File: src/rtl/ysyx_23060025_csr_exu_pkg.sv
// Shared definitions for the SYSTEM-instruction execute unit.
// Holds the CSR op encodings (odd parity marks a CSR write op), common CSR
// addresses, the default ECALL mcause and the 2-bit FSM state encoding.
package ysyx_23060025_csr_exu_pkg;

    typedef logic [2:0] csr_op_t;

    localparam csr_op_t CSR_NONE  = 3'b000;
    localparam csr_op_t CSR_RW    = 3'b001;
    localparam csr_op_t CSR_RS    = 3'b010;
    localparam csr_op_t CSR_ECALL = 3'b011;
    localparam csr_op_t CSR_RC    = 3'b100;
    localparam csr_op_t CSR_MRET  = 3'b101;

    localparam logic [11:0] CSR_MSTATUS = 12'h300;
    localparam logic [11:0] CSR_MIE     = 12'h304;
    localparam logic [11:0] CSR_MTVEC   = 12'h305;
    localparam logic [11:0] CSR_MSCRATCH = 12'h340;
    localparam logic [11:0] CSR_MEPC    = 12'h341;
    localparam logic [11:0] CSR_MCAUSE  = 12'h342;

    // Environment call from M-mode.
    localparam int ECALL_CAUSE_DEF = 11;

    typedef enum logic [1:0] {
        ST_IDLE  = 2'd0,
        ST_READ  = 2'd1,
        ST_WRITE = 2'd2,
        ST_RESP  = 2'd3
    } state_e;

    // 3'b111 is never issued by dispatch; fold it onto NONE so it can never
    // masquerade as a write op (it has odd parity).
    function automatic csr_op_t sanitize_op(input csr_op_t op);
        return (op == 3'b111) ? CSR_NONE : op;
    endfunction

    // RW/RS/RC: the ops that return the old CSR value to rd.
    function automatic logic is_csr_rw_op(input csr_op_t op);
        return (^op) && (op != 3'b111);
    endfunction

endpackage

File: src/rtl/ysyx_23060025_csr_exu_if.sv
// Bundle of every non-clock signal of the CSR execute unit.
//   dispatch side : in_valid/in_ready, csr_op_i, csr_addr_i, rs1_data_i,
//                   zimm_i, use_imm_i, rs1_zero_i, pc_i
//   CSR file side : csr_raddr_o/csr_rdata_i, csr_waddr_o, csr_wdata_o,
//                   csr_type_o, csr_mepc_o, csr_mcause_o, csr_mtvec_i, csr_mepc_i
//   result side   : out_valid/out_ready, rd_wdata_o, redirect_o, redirect_pc_o
// modport slave  : the execute unit itself
// modport master : the surrounding pipeline / CSR file
interface ysyx_23060025_csr_exu_if #(
    parameter int DATA_WIDTH = 32
);
    logic                  in_valid;
    logic                  in_ready;
    logic [2:0]            csr_op_i;
    logic [11:0]           csr_addr_i;
    logic [DATA_WIDTH-1:0] rs1_data_i;
    logic [4:0]            zimm_i;
    logic                  use_imm_i;
    logic                  rs1_zero_i;
    logic [DATA_WIDTH-1:0] pc_i;

    logic [11:0]           csr_raddr_o;
    logic [DATA_WIDTH-1:0] csr_rdata_i;
    logic [11:0]           csr_waddr_o;
    logic [DATA_WIDTH-1:0] csr_wdata_o;
    logic [2:0]            csr_type_o;
    logic [DATA_WIDTH-1:0] csr_mepc_o;
    logic [DATA_WIDTH-1:0] csr_mcause_o;
    logic [DATA_WIDTH-1:0] csr_mtvec_i;
    logic [DATA_WIDTH-1:0] csr_mepc_i;

    logic                  out_valid;
    logic                  out_ready;
    logic [DATA_WIDTH-1:0] rd_wdata_o;
    logic                  redirect_o;
    logic [DATA_WIDTH-1:0] redirect_pc_o;

    modport slave (
        input  in_valid, csr_op_i, csr_addr_i, rs1_data_i, zimm_i, use_imm_i,
               rs1_zero_i, pc_i, csr_rdata_i, csr_mtvec_i, csr_mepc_i, out_ready,
        output in_ready, csr_raddr_o, csr_waddr_o, csr_wdata_o, csr_type_o,
               csr_mepc_o, csr_mcause_o, out_valid, rd_wdata_o, redirect_o,
               redirect_pc_o
    );

    modport master (
        output in_valid, csr_op_i, csr_addr_i, rs1_data_i, zimm_i, use_imm_i,
               rs1_zero_i, pc_i, csr_rdata_i, csr_mtvec_i, csr_mepc_i, out_ready,
        input  in_ready, csr_raddr_o, csr_waddr_o, csr_wdata_o, csr_type_o,
               csr_mepc_o, csr_mcause_o, out_valid, rd_wdata_o, redirect_o,
               redirect_pc_o
    );

endinterface

File: src/rtl/ysyx_23060025_csr_alu.sv
// Combinational CSR read-modify-write datapath.
//   op_i       : sanitized CSR op
//   old_i      : current CSR value
//   src_i      : rs1 value or zero-extended immediate
//   src_zero_i : rs1 is x0 (register form) or zimm==0 (immediate form)
//   wdata_o    : new CSR value
//   wen_o      : a CSR write must be issued
module ysyx_23060025_csr_alu
    import ysyx_23060025_csr_exu_pkg::*;
#(
    parameter int DATA_WIDTH = 32
) (
    input  csr_op_t               op_i,
    input  logic [DATA_WIDTH-1:0] old_i,
    input  logic [DATA_WIDTH-1:0] src_i,
    input  logic                  src_zero_i,
    output logic [DATA_WIDTH-1:0] wdata_o,
    output logic                  wen_o
);

    always_comb begin
        // NOTE: every output gets a default before the case so no path can
        // leave it unassigned, which would otherwise infer a latch.
        wdata_o = '0;
        wen_o   = 1'b0;
        unique case (op_i)
            CSR_RW: begin
                wdata_o = src_i;
                wen_o   = 1'b1;
            end
            // Set/clear with a zero source is a pure read: no side effects.
            CSR_RS: begin
                wdata_o = old_i | src_i;
                wen_o   = !src_zero_i;
            end
            CSR_RC: begin
                wdata_o = old_i & ~src_i;
                wen_o   = !src_zero_i;
            end
            default: begin
                wdata_o = '0;
                wen_o   = 1'b0;
            end
        endcase
    end

endmodule

File: src/rtl/ysyx_23060025_csr_exu.sv
// Execute unit for SYSTEM instructions (CSRRW/S/C and immediate forms, ECALL,
// MRET). Walks IDLE -> READ -> WRITE -> RESP for every op so latency is fixed.
//   clock, reset : core clock, synchronous active-high reset
//   bus (slave)  : dispatch handshake, CSR file read/write/trap port and
//                  result handshake; see ysyx_23060025_csr_exu_if
// All outputs are registered; the CSR write/trap port is non-zero only
// during the single WRITE cycle.
module ysyx_23060025_csr_exu
    import ysyx_23060025_csr_exu_pkg::*;
#(
    parameter int DATA_WIDTH  = 32,
    parameter int ECALL_CAUSE = ECALL_CAUSE_DEF
) (
    input  logic                    clock,
    input  logic                    reset,
    ysyx_23060025_csr_exu_if.slave  bus
);

    state_e                state_q;

    // Latched instruction fields
    csr_op_t               op_q;
    logic [11:0]           addr_q;
    logic [DATA_WIDTH-1:0] src_q;
    logic                  src_zero_q;
    logic [DATA_WIDTH-1:0] pc_q;

    // CSR file values sampled at the end of READ
    logic [DATA_WIDTH-1:0] old_q;
    logic [DATA_WIDTH-1:0] mtvec_q;
    logic [DATA_WIDTH-1:0] mepc_q;

    // Output registers
    logic                  in_ready_q;
    logic [11:0]           csr_raddr_q;
    logic [11:0]           csr_waddr_q;
    logic [DATA_WIDTH-1:0] csr_wdata_q;
    csr_op_t               csr_type_q;
    logic [DATA_WIDTH-1:0] csr_mepc_q;
    logic [DATA_WIDTH-1:0] csr_mcause_q;
    logic                  out_valid_q;
    logic [DATA_WIDTH-1:0] rd_wdata_q;
    logic                  redirect_q;
    logic [DATA_WIDTH-1:0] redirect_pc_q;

    logic [DATA_WIDTH-1:0] alu_wdata;
    logic                  alu_wen;

    // The ALU sees the live read data during READ so the write registers can
    // be loaded on the same edge that ends READ.
    ysyx_23060025_csr_alu #(
        .DATA_WIDTH (DATA_WIDTH)
    ) u_alu (
        .op_i       (op_q),
        .old_i      (bus.csr_rdata_i),
        .src_i      (src_q),
        .src_zero_i (src_zero_q),
        .wdata_o    (alu_wdata),
        .wen_o      (alu_wen)
    );

    // NOTE: all state here is sequential and uses non-blocking assignments so
    // every register samples pre-edge values regardless of statement order.
    always_ff @(posedge clock) begin
        if (reset) begin
            // Reset clears everything, so an op caught mid-flight is dropped
            // before it can reach the WRITE cycle.
            state_q       <= ST_IDLE;
            op_q          <= CSR_NONE;
            addr_q        <= '0;
            src_q         <= '0;
            src_zero_q    <= 1'b0;
            pc_q          <= '0;
            old_q         <= '0;
            mtvec_q       <= '0;
            mepc_q        <= '0;
            in_ready_q    <= 1'b1;
            csr_raddr_q   <= '0;
            csr_waddr_q   <= '0;
            csr_wdata_q   <= '0;
            csr_type_q    <= CSR_NONE;
            csr_mepc_q    <= '0;
            csr_mcause_q  <= '0;
            out_valid_q   <= 1'b0;
            rd_wdata_q    <= '0;
            redirect_q    <= 1'b0;
            redirect_pc_q <= '0;
        end else begin
            unique case (state_q)
                ST_IDLE: begin
                    if (bus.in_valid) begin
                        op_q        <= sanitize_op(bus.csr_op_i);
                        addr_q      <= bus.csr_addr_i;
                        src_q       <= bus.use_imm_i
                                       ? {{(DATA_WIDTH-5){1'b0}}, bus.zimm_i}
                                       : bus.rs1_data_i;
                        src_zero_q  <= bus.use_imm_i ? (bus.zimm_i == 5'd0)
                                                     : bus.rs1_zero_i;
                        pc_q        <= bus.pc_i;
                        in_ready_q  <= 1'b0;
                        csr_raddr_q <= bus.csr_addr_i;
                        state_q     <= ST_READ;
                    end
                end

                ST_READ: begin
                    old_q       <= bus.csr_rdata_i;
                    mtvec_q     <= bus.csr_mtvec_i;
                    mepc_q      <= bus.csr_mepc_i;
                    csr_raddr_q <= '0;
                    if (op_q == CSR_ECALL) begin
                        csr_type_q   <= CSR_ECALL;
                        csr_waddr_q  <= addr_q;
                        csr_wdata_q  <= '0;
                        csr_mepc_q   <= pc_q;
                        csr_mcause_q <= DATA_WIDTH'(ECALL_CAUSE);
                    end else if (alu_wen) begin
                        csr_type_q  <= op_q;
                        csr_waddr_q <= addr_q;
                        csr_wdata_q <= alu_wdata;
                    end
                    state_q <= ST_WRITE;
                end

                ST_WRITE: begin
                    // Write/trap port drops back to zero after one cycle.
                    csr_type_q    <= CSR_NONE;
                    csr_waddr_q   <= '0;
                    csr_wdata_q   <= '0;
                    csr_mepc_q    <= '0;
                    csr_mcause_q  <= '0;
                    rd_wdata_q    <= is_csr_rw_op(op_q) ? old_q : '0;
                    redirect_q    <= (op_q == CSR_ECALL) || (op_q == CSR_MRET);
                    redirect_pc_q <= (op_q == CSR_ECALL) ? {mtvec_q[DATA_WIDTH-1:2], 2'b00}
                                   : (op_q == CSR_MRET)  ? mepc_q
                                   : '0;
                    out_valid_q   <= 1'b1;
                    state_q       <= ST_RESP;
                end

                ST_RESP: begin
                    if (bus.out_ready) begin
                        out_valid_q <= 1'b0;
                        in_ready_q  <= 1'b1;
                        state_q     <= ST_IDLE;
                    end
                end

                default: state_q <= ST_IDLE;
            endcase
        end
    end

    assign bus.in_ready      = in_ready_q;
    assign bus.csr_raddr_o   = csr_raddr_q;
    assign bus.csr_waddr_o   = csr_waddr_q;
    assign bus.csr_wdata_o   = csr_wdata_q;
    assign bus.csr_type_o    = csr_type_q;
    assign bus.csr_mepc_o    = csr_mepc_q;
    assign bus.csr_mcause_o  = csr_mcause_q;
    assign bus.out_valid     = out_valid_q;
    assign bus.rd_wdata_o    = rd_wdata_q;
    assign bus.redirect_o    = redirect_q;
    assign bus.redirect_pc_o = redirect_pc_q;

endmodule
File: src/flat_wrapper.sv
// flat-port wrapper written by rule: the top's interface ports become plain ports
module ysyx_23060025_csr_exu_flat import ysyx_23060025_csr_exu_pkg::*;
#(
    parameter int DATA_WIDTH  = 32,
    parameter int ECALL_CAUSE = ECALL_CAUSE_DEF
)
  (clock, reset, bus_in_valid, bus_csr_op_i, bus_csr_addr_i, bus_rs1_data_i, bus_zimm_i, bus_use_imm_i, bus_rs1_zero_i, bus_pc_i, bus_csr_rdata_i, bus_csr_mtvec_i, bus_csr_mepc_i, bus_out_ready, bus_in_ready, bus_csr_raddr_o, bus_csr_waddr_o, bus_csr_wdata_o, bus_csr_type_o, bus_csr_mepc_o, bus_csr_mcause_o, bus_out_valid, bus_rd_wdata_o, bus_redirect_o, bus_redirect_pc_o);
  ysyx_23060025_csr_exu_if #(.DATA_WIDTH(DATA_WIDTH)) bus_i ();
  input  logic clock;
  input  logic reset;
  input wire logic [$bits(bus_i.in_valid)-1:0] bus_in_valid;
  input wire logic [$bits(bus_i.csr_op_i)-1:0] bus_csr_op_i;
  input wire logic [$bits(bus_i.csr_addr_i)-1:0] bus_csr_addr_i;
  input wire logic [$bits(bus_i.rs1_data_i)-1:0] bus_rs1_data_i;
  input wire logic [$bits(bus_i.zimm_i)-1:0] bus_zimm_i;
  input wire logic [$bits(bus_i.use_imm_i)-1:0] bus_use_imm_i;
  input wire logic [$bits(bus_i.rs1_zero_i)-1:0] bus_rs1_zero_i;
  input wire logic [$bits(bus_i.pc_i)-1:0] bus_pc_i;
  input wire logic [$bits(bus_i.csr_rdata_i)-1:0] bus_csr_rdata_i;
  input wire logic [$bits(bus_i.csr_mtvec_i)-1:0] bus_csr_mtvec_i;
  input wire logic [$bits(bus_i.csr_mepc_i)-1:0] bus_csr_mepc_i;
  input wire logic [$bits(bus_i.out_ready)-1:0] bus_out_ready;
  output wire logic [$bits(bus_i.in_ready)-1:0] bus_in_ready;
  output wire logic [$bits(bus_i.csr_raddr_o)-1:0] bus_csr_raddr_o;
  output wire logic [$bits(bus_i.csr_waddr_o)-1:0] bus_csr_waddr_o;
  output wire logic [$bits(bus_i.csr_wdata_o)-1:0] bus_csr_wdata_o;
  output wire logic [$bits(bus_i.csr_type_o)-1:0] bus_csr_type_o;
  output wire logic [$bits(bus_i.csr_mepc_o)-1:0] bus_csr_mepc_o;
  output wire logic [$bits(bus_i.csr_mcause_o)-1:0] bus_csr_mcause_o;
  output wire logic [$bits(bus_i.out_valid)-1:0] bus_out_valid;
  output wire logic [$bits(bus_i.rd_wdata_o)-1:0] bus_rd_wdata_o;
  output wire logic [$bits(bus_i.redirect_o)-1:0] bus_redirect_o;
  output wire logic [$bits(bus_i.redirect_pc_o)-1:0] bus_redirect_pc_o;
  assign bus_i.in_valid = bus_in_valid;
  assign bus_i.csr_op_i = bus_csr_op_i;
  assign bus_i.csr_addr_i = bus_csr_addr_i;
  assign bus_i.rs1_data_i = bus_rs1_data_i;
  assign bus_i.zimm_i = bus_zimm_i;
  assign bus_i.use_imm_i = bus_use_imm_i;
  assign bus_i.rs1_zero_i = bus_rs1_zero_i;
  assign bus_i.pc_i = bus_pc_i;
  assign bus_i.csr_rdata_i = bus_csr_rdata_i;
  assign bus_i.csr_mtvec_i = bus_csr_mtvec_i;
  assign bus_i.csr_mepc_i = bus_csr_mepc_i;
  assign bus_i.out_ready = bus_out_ready;
  assign bus_in_ready = bus_i.in_ready;
  assign bus_csr_raddr_o = bus_i.csr_raddr_o;
  assign bus_csr_waddr_o = bus_i.csr_waddr_o;
  assign bus_csr_wdata_o = bus_i.csr_wdata_o;
  assign bus_csr_type_o = bus_i.csr_type_o;
  assign bus_csr_mepc_o = bus_i.csr_mepc_o;
  assign bus_csr_mcause_o = bus_i.csr_mcause_o;
  assign bus_out_valid = bus_i.out_valid;
  assign bus_rd_wdata_o = bus_i.rd_wdata_o;
  assign bus_redirect_o = bus_i.redirect_o;
  assign bus_redirect_pc_o = bus_i.redirect_pc_o;
  ysyx_23060025_csr_exu #(.DATA_WIDTH(DATA_WIDTH), .ECALL_CAUSE(ECALL_CAUSE)) u_core (.clock(clock), .reset(reset), .bus(bus_i));
endmodule
File: config.mk
export PLATFORM = sky130hd
export DESIGN_NAME = ysyx_23060025_csr_exu_flat
export DESIGN_NICKNAME = d
export VERILOG_FILES = /design/src/rtl/ysyx_23060025_csr_exu_pkg.sv /design/src/rtl/ysyx_23060025_csr_exu_if.sv /design/src/rtl/ysyx_23060025_csr_alu.sv /design/src/rtl/ysyx_23060025_csr_exu.sv /design/src/flat_wrapper.sv
export SDC_FILE = /design/constraint.sdc
export NUM_CORES = 1
export LEC_CHECK = 0
export CAP_MARGIN = 20
export CORE_UTILIZATION = 40
export DETAILED_ROUTE_END_ITERATION = 8
export PLACE_DENSITY = 0.78
export SLEW_MARGIN = 20
export SYNTH_ARGS = -nofsm -noshare
export SYNTH_HDL_FRONTEND = slang
export SYNTH_SLANG_ARGS = --single-unit
File: constraint.sdc
create_clock -name clock -period 3.3 [get_ports clock]
set_input_delay 0.495 -clock clock [delete_from_list [all_inputs] [get_ports clock]]
set_output_delay 0.495 -clock clock [all_outputs]
set_load 0.01 [all_outputs]
# Word-level counts from Yosys, hierarchy flattened
# Index checks and enable logic that the tools add are counted.
[totals] ff_bits=368 wordCells=86
[op_classes] eq_ne=14 mux=31 n_bitwise=3 n_reduce_logical=18
[op_table] operator="$mux W32" n=8
[op_table] operator="$pmux W32 S2" n=3
[op_table] operator="$pmux W32 S3" n=1
[op_table] operator="$pmux W12 S2" n=2
[op_table] operator="$mux W12" n=3
[op_table] operator="$and A32 B32 Y32" n=1
[op_table] operator="$not A32 Y32" n=1
[op_table] operator="$or A32 B32 Y32" n=1
[op_table] operator="$reduce_and A2 Y1" n=6
[op_table] operator="$eq A3 B3 Y1 const B" n=3
[op_table] operator="$mux W3" n=3
[op_table] operator="$pmux W2 S4" n=1
[op_table] operator="$reduce_bool A2 Y1" n=4
[op_table] operator="$eq A3 B2 Y1 const B" n=2
[op_table] operator="$pmux W1 S2" n=3
[op_table] operator="$pmux W3 S2" n=1
[op_table] operator="$logic_not A5 Y1" n=1
[op_table] operator="$eq A2 B2 Y1 const B" n=2
[op_table] operator="$mux W1" n=4
[op_table] operator="$mux W2" n=2
[op_table] operator="$ne A2 B2 Y1 const B" n=2
[op_table] operator="$eq A3 B1 Y1 const B" n=1
[op_table] operator="$ne A3 B1 Y1 const B" n=1
[op_table] operator="$ne A3 B3 Y1 const B" n=1
[op_table] operator="other kinds (9)" n=9

# Longest topological paths before layout
[logic_depth] ltp_word=6 ltp_mapped=9 depth_no_buf=6

# Hierarchy
# Synthesis repeated with hierarchy kept, for this count alone.
[unflattened] cells_unflattened=1549 hier_area_um2=14141.1
[modules_own_cells] mod="ysyx_23060025_csr_exu" instances=1 cells_each=1368 area_per_inst_um2=13072.5
[modules_own_cells] mod="ysyx_23060025_csr_alu" instances=1 cells_each=181 area_per_inst_um2=1068.5

# Worst setup path after synthesis
# No wires, ideal clock.
[synth_path] kind="reg-to-reg" start="reg u_core.op_q[1]" end="reg u_core.csr_wdata_q[18] (netlist: u_core.bus.csr_wdata_o[18])" setup_ns=0.134 t_arrival_ns=1.649 slack_ns=1.517 stages_incl_launch_ff=9 path_buffers=3 path_cell_list="dfxtp_1 inv_1 ha_1 buf_2 o21ba_2 buf_2 clkbuf_1 a221oi_1 o32ai_2"
[synth_via] elab_chain_cells=5
[synth_rtl] element="start: declaration" line="ysyx_23060025_csr_exu.sv:22" rtl="csr_op_t op_q;"
[synth_rtl] element="start signal: assignment" line="ysyx_23060025_csr_exu.sv:92" rtl="op_q <= sanitize_op(bus.csr_op_i);"
[synth_rtl] element="$eq A3 B3 Y1, or another cell as far along" line="ysyx_23060025_csr_alu.sv:26" rtl="unique case (op_i)"
[synth_rtl] element="$pmux W32 S3 / $reduce_or A2 Y1 (equally long branches)"
[synth_rtl] element="$mux W32 / $pmux W1 S2 (equally long branches)" line="ysyx_23060025_csr_exu.sv:117, ysyx_23060025_csr_alu.sv:26"
[synth_rtl] element="$mux W32 / $ne A3 B1 Y1 (equally long branches)"
[synth_rtl] element="$pmux W32 S2 / $reduce_and A2 Y1 (equally long branches)"
[synth_rtl] element="end signal: assignment" line="ysyx_23060025_csr_exu.sv:120" rtl="csr_wdata_q <= alu_wdata;"
[synth_rtl] element="end: declaration" line="ysyx_23060025_csr_exu.sv:37" rtl="logic [DATA_WIDTH-1:0] csr_wdata_q;"
# Several ways; a longest one is shown, not always the timed one. The select of a mux whose other input is x is not followed.
# A chain may end at the register's enable or synchronous reset.

# Worst setup path after layout
[layout_path] start="reg u_core.op_q[1]" end="reg u_core.csr_wdata_q[24] (netlist: u_core.bus.csr_wdata_o[24])"
# The elaborated chain is that of the path after synthesis.

==> results.md <==
- Status: finished, final reports clean
- CTS sink cnt: between 300 and 400
- R2r startpoint: u_core.op_q[1]$_SDFFE_PP0P_
- Layout Cells excl Fill: 2,306
- Largest net degree at the start of global routing: 119
- Kind of critical path: reg -> reg
- Number of global-route vias before repair: 11.71k
- Worst skew pair latency: ~0.5 ns
- Maximum VDD drop: a little under 0.5 mV
- Area growth from synthesis to final layout: 34.93%
- CP endpoint kind: flop
- Final RePlAce weighted congestion: 0.8434
- Count of final max-slew check failures: 0
- Crit start category: flop
- Async SR Flop Fraction: 0%
- CTS tree: yes
- WL/cell: 17.43 um
- RSZ-0062 raised after global routing: no
- Core footprint: ~34,000 um^2
- Min-delay src: reset
- Final hold slack: 0.4491 ns
- Worst hold path type: in -> reg
- Syn. warnings: 0
- Avg Cell Area, Syn: 8.702 um^2
- DRC: 0
- Max clock buf depth: 3
- Die height: between 150 and 200 um
- First-pass GRT wire length: 62,710 um
- CP max FO: 34
- Synth Flop Type: dfxtp_1
- Area taken by multi-input logic gates: 6176 um^2
- Critical Path AT: about 3.1 ns
- Pleak: approximately 0.0063 uW
- Total track usage: 22.16%
- Post-synth EDFFs: 0
- Req. time, crit path: 3.70 ns
- PostCTS Resize Cnt: 0
- Fillers: between 3k and 4k
- Largest cells by area after synthesis: dfxtp_1 (49%), mux2i_1 (7.5%), a21oi_1 (6.7%), nand2_1 (6.6%), nor2_1 (4.1%)
- First-pass detailed-route iteration total: 5
- Finished Cell Area: about 18,000 um^2
- Power Dens Cells: about 750 nW/um^2
- Tot Pwr: about 14,000 uW
- Seq/Total Area, Yosys: 49.24%
- Setup crit start: u_core.op_q[1]$_SDFFE_PP0P_
- Rows: 67
- Post-Synthesis Cells: 1,565
- Most common cell after layout, fill and taps aside: clkdlybuf4s50_1
- Sequential Area: 6708 um^2
- Reg clk slew, reported paths: 0.06 ns
- DR iter-0 viols: between 700 and 800
- Measured slew at the worst slew-check pin: 0.8950 ns
- Top-area cell type share of the netlist area: 49.24%
- MaxCap Viol Count: 0
- Max Clock Freq: 367.8 MHz
- CTS buffer count: 37
- I/O Pins: between 300 and 400
- Final setup viols: 0
- Die ar.: between 30,000 and 40,000 um^2
- Vias: 12.26k
- Post-CTS setup buffers: 0
- Drt via density: between 5 and 6
- Cell variety after synth: 40
- Initial Util: roughly two fifths
- Rel. slew slack: 40.33%
- Port bufs: 344
- Die Wd: between 150 and 200 um
- Synthesized flop and latch total: 335
- DRT Wirelength: 40,200 um
- Final Critical Period: 2.719 ns
- Hold Path Sink: u_core.old_q[20]$_SDFFE_PP0P_
- Worst R2R Setup Slack: 0.58 ns
- Placed cell count: 2,239
- Tcrit/Tclk final: 82.39%
- Cts hold-fix bufs: 0
- Most frequent cells in the layout: clkdlybuf4s50_1 (343), dfxtp_1 (334), nand2_1 (240)
- Final hold vios: 0
- Initial antenna violation count: 6
- Hold path depth: 2
- H-tree levels: 2
- Grt ovf: 0
- Layout net count: 2,024
- Area of the mapped netlist: 13,620 um^2
- Cell taking the most area after synthesis: dfxtp_1
- Clock Skews: 0.009648 ns
- R2R depth: 7
- R2R Path End: u_core.bus.csr_wdata_o[24]$_SDFFE_PP0P_
- Post-DRT Antenna Nets: 0
- TNS Setup: 0 ns
- Post-DP HPWL: 26,170 um
- Share of cells above drive strength 1: 5.394%
- Clk root buf: clkbuf_16
- DP Area: 17,190 um^2
[worst max path at each step]
stage	to	slack (ns)
2_1_floorplan	u_core.bus.csr_wdata_o[18]$_SDFFE_PP0P_	1.52
3_3_place_gp	u_core.bus.csr_wdata_o[10]$_SDFFE_PP0P_	0.69
3_5_place_dp	u_core.bus.csr_wdata_o[2]$_SDFFE_PP0P_	0.60
4_1_cts	u_core.bus.csr_wdata_o[2]$_SDFFE_PP0P_	0.58
5_1_grt	u_core.bus.csr_wdata_o[14]$_SDFFE_PP0P_	0.38
6_report	u_core.bus.csr_wdata_o[24]$_SDFFE_PP0P_	0.58
[metrics by stage]
stage          worst slack, ns  utilization (%)
6_report                0.5811            54.80
5_1_grt                 0.3820            54.80
4_1_cts                 0.5783            54.77
3_5_place_dp            0.5968            51.26
3_3_place_gp            0.6874            51.26
2_1_floorplan            1.517                -
[routing by layer]
metal / routed length [um] / global-route usage (%) / up-vias
li1: - / - / 5887
met1: 16240 / 26.88 / 5772
met2: 18820 / 36.25 / 493
met3: 3485 / 6.150 / 106
met4: 1646 / 10.59 / 2
met5: 13 / 0 / -
[where the power goes]
group          switching [uW]  internal [uW]
clock                    1590           2380
sequential                442           4770
combinational            2720           1910
[critical path, cell delays in order, from the launching register on]
cell,delay (ns)
dfxtp_1,0.36
inv_1,0.09
ha_1,0.17
buf_4,0.38
nor2_1,0.17
o221ai_4,0.47
nand3_4,0.51
o32ai_1,0.43
[cell type report]
| class | instances | area share [%] |
|---|---|---|
| tap | 448 | 3.050 |
| clock inverter | 5 | 0.1566 |
| clock buffer | 58 | 6.244 |
| multi-input combinational | 1079 | 33.61 |
| timing repair buffer | 370 | 20.24 |
| inverter | 7 | 0.1498 |
| sequential | 335 | 36.50 |
| antenna | 4 | 0.05447 |
[cells by family after synthesis]
kind of cell               share of synthesized area, %
adders and majority gates                        0.7350
and+or+nand+nor                                   20.28
AOI/OAI and AO/OA                                 15.63
DFF                                               49.24
other                                           0.02753
buffers and inverters                             6.495
muxes                                             7.598
[flip-flops by register name, indices dropped and copies added, names as in the netlist, 12 cells and up]
name                      flops
u_core.src_q                 32
u_core.addr_q                12
u_core.bus.rd_wdata_o        32
u_core.old_q                 32
u_core.mtvec_q               30
u_core.bus.csr_raddr_o       12
u_core.bus.csr_wdata_o       32
u_core.mepc_q                32
u_core.bus.csr_mepc_o        32
u_core.bus.redirect_pc_o     32
u_core.bus.csr_waddr_o       12
u_core.pc_q                  32
[cells in the mapped netlist, drive strengths merged, types with 8 or more instances]
cell	count
dfxtp	335
nand2	241
a21oi	184
nor2	150
mux2i	103
clkbuf	88
buf	84
nand3	78
nand2b	47
o21ai	46
a221oi	32
nor3b	32
o32ai	32
o211ai	30
nand3b	27
nand4	15
ha	8
Note: power is estimated with default switching activity, not from simulation.
